### src/rtl/sprite_list_buffer.sv
// sprite_list_buffer
//   Double-buffered sprite list sitting between the sprite processor and the
//   graphics stage. While one bank collects the processor's sprite stream for
//   the current video frame, the other bank replays the list captured during
//   the previous frame to the renderer over a valid/ready handshake. Banks swap
//   on every new_frame pulse.
//
// Ports
//   clk_pixel    in   pixel clock (only clock)
//   sys_rst_n    in   synchronous active-low reset
//   new_frame    in   one-cycle frame pulse; swaps banks, restarts replay
//   in_valid     in   sprite strobe from the processor (no backpressure)
//   in_x/in_y/in_frame   in   sprite coordinates and animation frame
//   out_valid    out  replay entry available
//   out_ready    in   graphics accepts the entry
//   out_x/out_y/out_frame out  replayed entry
//   out_last     out  marks the final entry of the list
//   wr_count     out  entries captured so far this frame
//   replay_done  out  read bank fully drained (or empty)
//   overflow     out  a write was dropped this collection frame
//   underrun     out  sticky: a replay was cut short by new_frame
module sprite_list_buffer #(
   parameter int CANVAS_WIDTH  = 360,
   parameter int CANVAS_HEIGHT = 720,
   parameter int NUM_FRAMES    = 5,
   parameter int MAX_SPRITES   = 64,
   localparam int XW = $clog2(CANVAS_WIDTH),
   localparam int YW = $clog2(CANVAS_HEIGHT),
   localparam int FW = $clog2(NUM_FRAMES),
   localparam int CW = $clog2(MAX_SPRITES + 1)
) (
   input  logic          clk_pixel,
   input  logic          sys_rst_n,
   input  logic          new_frame,
   input  logic          in_valid,
   input  logic [XW-1:0] in_x,
   input  logic [YW-1:0] in_y,
   input  logic [FW-1:0] in_frame,
   output logic          out_valid,
   input  logic          out_ready,
   output logic [XW-1:0] out_x,
   output logic [YW-1:0] out_y,
   output logic [FW-1:0] out_frame,
   output logic          out_last,
   output logic [CW-1:0] wr_count,
   output logic          replay_done,
   output logic          overflow,
   output logic          underrun
);

   localparam int DW = XW + YW + FW;
   localparam int MW = $clog2(2 * MAX_SPRITES);

   localparam logic [1:0] ST_IDLE    = 2'd0;
   localparam logic [1:0] ST_FETCH   = 2'd1;
   localparam logic [1:0] ST_PRESENT = 2'd2;

   // Both banks live in one array: bank A at [0, MAX), bank B at [MAX, 2*MAX).
   logic [DW-1:0] mem [0:2*MAX_SPRITES-1];

   logic          wsel_reg;
   logic [CW-1:0] wr_count_reg;
   logic          overflow_reg;

   logic [1:0]    state_reg;
   logic [CW-1:0] rd_len_reg;
   logic [CW-1:0] rd_ptr_reg;
   logic          out_valid_reg;
   logic          out_last_reg;
   logic          replay_done_reg;
   logic          underrun_reg;
   logic [DW-1:0] rd_data_reg;

   // ------------------------------------------------------------------
   // Write side
   // ------------------------------------------------------------------
   logic          wr_full;
   logic          wr_en;
   logic          wr_bank;
   logic [CW-1:0] wr_idx;
   logic [MW-1:0] waddr;

   // A write coincident with new_frame lands at index 0 of the bank that is
   // about to become the write bank, so it can never be dropped.
   assign wr_full = (wr_count_reg == CW'(MAX_SPRITES));
   assign wr_en   = in_valid && (new_frame || !wr_full);
   assign wr_bank = new_frame ? ~wsel_reg : wsel_reg;
   assign wr_idx  = new_frame ? '0 : wr_count_reg;
   assign waddr   = (wr_bank ? MW'(MAX_SPRITES) : MW'(0)) + MW'(wr_idx);

   always_ff @(posedge clk_pixel) begin
      if (wr_en) begin
         mem[waddr] <= {in_x, in_y, in_frame};
      end
   end

   always_ff @(posedge clk_pixel) begin
      if (!sys_rst_n) begin
         wsel_reg     <= 1'b0;
         wr_count_reg <= '0;
         overflow_reg <= 1'b0;
      end else if (new_frame) begin
         wsel_reg     <= ~wsel_reg;
         wr_count_reg <= in_valid ? CW'(1) : '0;
         overflow_reg <= 1'b0;
      end else if (in_valid) begin
         if (!wr_full) begin
            wr_count_reg <= wr_count_reg + CW'(1);
         end else begin
            overflow_reg <= 1'b1;
         end
      end
   end

   // ------------------------------------------------------------------
   // Read side / replay
   // ------------------------------------------------------------------
   // The RAM output register doubles as the output data register. A read is
   // issued only when the presented entry is consumed (or at list start), so
   // the data holds still during stalls and back-to-back transfers need no
   // extra skid stage: the next entry is read on the same edge as the transfer.
   logic          xfer;
   logic          at_last;
   logic          rd_en;
   logic [CW-1:0] rd_idx;
   logic [MW-1:0] raddr;

   assign xfer    = out_valid_reg && out_ready;
   assign at_last = (rd_ptr_reg == rd_len_reg - CW'(1));
   assign rd_en   = !new_frame &&
                    ((state_reg == ST_FETCH) ||
                     ((state_reg == ST_PRESENT) && xfer && !at_last));
   assign rd_idx  = (state_reg == ST_FETCH) ? rd_ptr_reg : rd_ptr_reg + CW'(1);
   assign raddr   = (wsel_reg ? MW'(0) : MW'(MAX_SPRITES)) + MW'(rd_idx);

   always_ff @(posedge clk_pixel) begin
      if (!sys_rst_n) begin
         rd_data_reg <= '0;
      end else if (rd_en) begin
         rd_data_reg <= mem[raddr];
      end
   end

   always_ff @(posedge clk_pixel) begin
      if (!sys_rst_n) begin
         state_reg       <= ST_IDLE;
         rd_len_reg      <= '0;
         rd_ptr_reg      <= '0;
         out_valid_reg   <= 1'b0;
         out_last_reg    <= 1'b0;
         replay_done_reg <= 1'b1;
         underrun_reg    <= 1'b0;
      end else if (new_frame) begin
         // Restart from the list just captured; an unfinished replay is lost.
         // A final transfer on this very edge still counts as delivered.
         rd_len_reg      <= wr_count_reg;
         rd_ptr_reg      <= '0;
         out_valid_reg   <= 1'b0;
         out_last_reg    <= 1'b0;
         replay_done_reg <= (wr_count_reg == '0);
         state_reg       <= (wr_count_reg != '0) ? ST_FETCH : ST_IDLE;
         if ((state_reg == ST_FETCH) ||
             ((state_reg == ST_PRESENT) && !(xfer && at_last))) begin
            underrun_reg <= 1'b1;
         end
      end else begin
         case (state_reg)
            ST_FETCH: begin
               state_reg     <= ST_PRESENT;
               out_valid_reg <= 1'b1;
               out_last_reg  <= at_last;
            end
            ST_PRESENT: begin
               if (xfer) begin
                  if (at_last) begin
                     state_reg       <= ST_IDLE;
                     out_valid_reg   <= 1'b0;
                     out_last_reg    <= 1'b0;
                     replay_done_reg <= 1'b1;
                  end else begin
                     rd_ptr_reg   <= rd_ptr_reg + CW'(1);
                     out_last_reg <= (rd_ptr_reg + CW'(1) == rd_len_reg - CW'(1));
                  end
               end
            end
            default: begin
               state_reg <= ST_IDLE;
            end
         endcase
      end
   end

   assign {out_x, out_y, out_frame} = rd_data_reg;
   assign out_valid   = out_valid_reg;
   assign out_last    = out_last_reg;
   assign wr_count    = wr_count_reg;
   assign replay_done = replay_done_reg;
   assign overflow    = overflow_reg;
   assign underrun    = underrun_reg;

endmodule

### config.mk
export PLATFORM = sky130hd
export DESIGN_NAME = sprite_list_buffer
export DESIGN_NICKNAME = d
export VERILOG_FILES = /design/src/rtl/sprite_list_buffer.sv
export SDC_FILE = /design/constraint.sdc
export NUM_CORES = 2
export LEC_CHECK = 0
export CORE_AREA = 2 2 555 557
export CTS_BUF_LIST = sky130_fd_sc_hd__clkbuf_4 sky130_fd_sc_hd__clkbuf_8 sky130_fd_sc_hd__clkbuf_16
export CTS_CLUSTER_DIAMETER = 80
export DETAILED_ROUTE_END_ITERATION = 8
export DIE_AREA = 0 0 557 559
export GPL_ROUTABILITY_DRIVEN = 0
export PLACE_DENSITY_LB_ADDON = 0.12
export SETUP_SLACK_MARGIN = 0.3
export SLEW_MARGIN = 0
export SYNTH_ARGS = -nofsm -noshare
export SYNTH_HDL_FRONTEND = slang
export SYNTH_SLANG_ARGS = --single-unit
### constraint.sdc
create_clock -name clk_pixel -period 9.2 [get_ports clk_pixel]
set_input_delay 1.84 -clock clk_pixel [delete_from_list [all_inputs] [get_ports clk_pixel]]
set_output_delay 1.84 -clock clk_pixel [all_outputs]
set_load 0.02 [all_outputs]
Word-level counts from Yosys, hierarchy flattened:

Memory sizes are Yosys's and may differ from the RTL's. A register that Yosys moved wholly into a read port is not among the register bits.
Index checks and enable logic that the tools add are counted.

* register bits after elaboration: 29
* bits in writable memories: 2816
* bits of input ports: 27
* output and inout bits: 34
* word-level logic and storage cells: 86
* memories kept: 1

Memory list
* mem: depth 128, bits a word 22, read ports 1, clocked after memory_dff 1, wr ports 1, line 59 `logic [DW-1:0] mem [0:2*MAX_SPRITES-1];`

* add/subtract/negate cells: 5
* equal/unequal tests: 10
* multiplexer cells: 26
* bitwise logic cells: 3
* reduce and logical (&&, ||, !) cells: 31

Operator list (number)
* $mux 7: 7
* $add 7x1->7 const B: 2
* $add 7x7->7: 2
* $eq 7x7->1: 2
* $mux 1: 13
* $reduce_and 2->1: 5
* $reduce_bool 2->1: 5
* $reduce_and 3->1: 3
* $eq 7x7->1 const B: 1
* $logic_and 1x1->1: 7
* $logic_not 7->1: 1
* $reduce_bool 7->1: 1
* $sub 7x1->7 const B: 1
* $mux 2: 3
* $ne 2x2->1 const B: 3
* $ne 3x3->1 const B: 2
* $logic_not 1->1: 5
* $pmux 1 s2: 2
* $pmux 2 s2: 1
* $logic_or 1x1->1: 3
* $not 1->1: 3
* $eq 2x1->1 const B: 1
* $eq 2x2->1 const B: 1
* $reduce_or 2->1: 1

Logic depth before layout (Yosys ltp):

* depth in word-level cells: 7
* gate-level depth with buffers: 16
* gate-level depth less buffers: 11

Least setup slack after synthesis:

OpenSTA, ideal clock, no wires.

* path type: input to register
* start point: in new_frame
* end point: mem mem[51][0] in the netlist's numbering (enable)
* library setup time: 0.401 ns
* data arrival time: 3.675 ns
* data required time: 8.799 ns
* slack: 5.124 ns
* cell stages on the path: 5
* path buffers: 2
* path through: clkbuf_1 -> nor2_1 -> nand3_1 -> clkbuf_1 -> nor2_1

* cells in the longest elaborated chain, start to end: 4
* elaborated cells between the ends (all ways): 8
* classes of those cells: 1 x add/sub; 5 x mux; 2 x reduce/logical

Ends and longest elaborated chain
* from (decl): line 34 `input logic new_frame,`
* parallel branches: the longest is 4 deep, another holds $add 7x7->7
* to (decl): line 59

Several ways; the timed one is not identified.

Final worst setup path:

* start point: reg state_reg[0]
* end point: reg rd_data_reg[17], read port of mem

* cells in the longest elaborated chain, start to end: 5
* elaborated cells between the ends (all ways): 8
* classes of those cells: 1 x add/sub; 2 x eq/ne; 1 x mux; 4 x reduce/logical

Ends and longest elaborated chain
* from (decl): line 65 `logic [1:0] state_reg;`
* from (signal assigned): line 161 `state_reg <= (wr_count_reg != '0) ? ST_FETCH : ST_IDLE;`
* parallel branches: the longest is 5 deep, another holds $add 7x7->7
* to (decl): line 72 `logic [DW-1:0] rd_data_reg;`

Several ways; the timed one is not identified.
A chain may end at the register's enable or synchronous reset.

==> flow_summary.json <==
{
  "synth_top_family_by_area": "multiplexers",
  "htree_levels": 5,
  "drv_cap": 0,
  "yosysSeqAreaShare_pct": 70.3,
  "min_period_over_period_pct": 71.0,
  "fillers": 26800,
  "arrival_ps": 7330,
  "fp.dieH_um": 559,
  "cts_resized": 0,
  "synth.area.top_cells": "edfxtp_1, mux2i_1, mux4_2",
  "final_nets": 8249,
  "cp_num_buf_inv": 2,
  "crit_type": "flop to flop",
  "vias": 77400,
  "yosys-top-cells-count": "edfxtp_1, nand2_1, mux2i_1",
  "cts_tree": "built",
  "synth_fa_ha_area_share_pct": 0.0411,
  "post-route-min-period_ps": 6530,
  "cts-root-buf": "clkbuf_16",
  "min_path_type": "flop to flop",
  "drtIter0Drc": 11400,
  "ios": 61,
  "antenna_found_initial": 39,
  "drv_slew": 0,
  "cts.path.max_buffers": 4,
  "wl_um": 456000,
  "peakVddDrop_mv": 0.134,
  "hold_violations": 0,
  "core_region_area_sq_um": 305000,
  "synth_compound_area_share_pct": 6.58,
  "postCtsSetupBuffers": 0,
  "pwr_density_cell_nw_per_um2": 201,
  "die-area_sq_um": 311000,
  "largest_register_ffs": 2816,
  "dp_cells": 12000,
  "tns_ps": 0,
  "tightest_slew_ps": 1440,
  "crit_path_end_kind": "flop",
  "hpwl_um": 267000,
  "synth_fp_nets": 8091,
  "ys_warn_count": 0,
  "post-synth-top-area-cell": "edfxtp_1",
  "worstPathMaxFanout": 38,
  "multi_input_area_sq_um": 33800,
  "areaGrowthSynthToFinish_pct": 13.4,
  "drtPass1Iterations": 6,
  "crit_top_cell": "buf_4",
  "clock_latency_ps": 930,
  "crit_path_top_delay_cell": "nor3_4",
  "clock_skew_ps": 48.7,
  "setup_viol": 0,
  "initial_core_util_pct": 39.9,
  "synthMuxAreaShare_pct": 12.1,
  "die_x_um": 557,
  "clkSinkCount": 2867,
  "crit_family": "compound AO/OA/AOI/OAI gates",
  "drc": 0,
  "fin_cells": 12600,
  "cts_buffers": 316,
  "cp_slowest_stage_delay_ps": 1280,
  "synth.most_common_cell": "edfxtp_1",
  "synthXorXnorAreaFrac_pct": 0.273,
  "regArea_sq_um": 85600,
  "rows": 203,
  "synth.cell_area_sq_um": 122000,
  "ctsHoldBuffers": 0,
  "ys_seq_elements": 2867,
  "gr-total-overflow": 0,
  "layout-drive-gt1-share_pct": 16.3,
  "clk_pin_slew_ps": 60,
  "synth_edf_count": 2816,
  "post_drt_wl_per_cell_um": 36.2,
  "cp-start-kind": "flop",
  "rsz0062_at_grt": "no",
  "vias_per_cell": 6.15,
  "finish.utilization_pct": 45.3,
  "ys_types": 92,
  "ys.flop_type": "edfxtp_1",
  "synth_simple_gate_area_share_pct": 8.17,
  "grt_pass1_wl_um": 620000,
  "synth_top_area_share_pct": 69.4,
  "worstPathRequired_ps": 10000,
  "path_cells": "nand2b_4 > buf_4 > a21o_4 > nor3_4 > buf_4 > a221oi_1 > o41ai_1 > nand4_1 > a32o_1",
  "grt_max_degree": 111,
  "antenna_left": 0,
  "p_leak_uw": 0.0426,
  "portBuffers": 60,
  "grt_pass1_vias": 73400,
  "synthArstFlopShare_pct": 0,
  "syn_area_per_cell_sq_um": 15.1,
  "synthCells": 8060,
  "slew_headroom_pct": 3.40,
  "hold_slack_ps": 476,
  "status": "finished clean",
  "grtUsageTotal_pct": 28.7,
  "max_freq_mhz": 153
}
## through the flow
step / worst slack [ps] / power, uW / instance area [sq um]
6_report: 2670 / 27800 / 138000
5_1_grt: 2770 / 28500 / 138000
4_1_cts: 2760 / 27900 / 138000
3_5_place_dp: 2580 / 15300 / 128000
3_3_place_gp: 2580 / 15300 / 128000
2_1_floorplan: 5120 / 14900 / 122000
## power breakdown
part,internal (uW),switching [uW]
sequential,14400,14.9
combinational,129,531
clock,7310,5470
## metal layers
metal  routed length, um  global-route usage, %  share of wire, %  up-vias
met5                  47                      0             0.010        -
met4               20600                   11.7               4.5        6
met3               44300                   6.03               9.7      751
met2              204000                   43.3                45     4113
met1              187000                   40.2                41    40700
li1                    -                      -                 -    31900
## cells in the final DEF (no fill, tap or decap), drive strengths merged, types with 72 or more instances in the layout
master	Yosys	routed
o22ai	113	113
clkbuf	92	402
nor2b	74	74
nand2	1317	1317
a22oi	76	76
nor2	238	238
mux4	249	249
buf	455	349
a211oi	129	129
o21ai	108	108
clkinv	0	133
edfxtp	2816	2816
and3	72	72
a31oi	152	152
a21oi	233	233
nand3	406	406
mux2i	833	833
## kinds of logic (layout without fill, tap and decap cells)
family	count (synthesis)	in the layout
flip-flops	2867	2867
AND/OR/NAND/NOR	2283	2283
AO/OA/AOI/OAI	1159	1159
multiplexers	1152	1152
buffers and inverters	560	978
XOR/XNOR	35	35
adder cells (fa/ha/maj)	4	4
other	0	15
## area by class of cell
| class | count | share of cell area, % |
|---|---|---|
| tap | 4100 | 3.71 |
| timing repair buffer | 387 | 2.34 |
| multi-input combinational | 4633 | 24.4 |
| sequential | 2867 | 61.9 |
| clock buffer | 402 | 6.25 |
| inverter | 13 | 0.0371 |
| antenna | 15 | 0.0272 |
| clock inverter | 176 | 1.26 |
## path summary, 6_finish.rpt
kind	start	endpoint	slack [ps]	depth (start not counted)
worst min register to register	overflow	overflow	480	2
worst min-delay path	overflow	overflow	480	2
worst max-delay path	state_reg[0]	rd_data_reg[17]	2670	9
worst max register to register	state_reg[0]	rd_data_reg[17]	2670	9
## worst register-to-register path: cells and delay by family (launching register included)
kind	cells	cell delay, ps
AOI/OAI and AO/OA	4	2410
buffers and inverters	2	1180
DFF	1	520
and+or+nand+nor	3	2310
No activity file was read; power rests on OpenSTA's default activity.
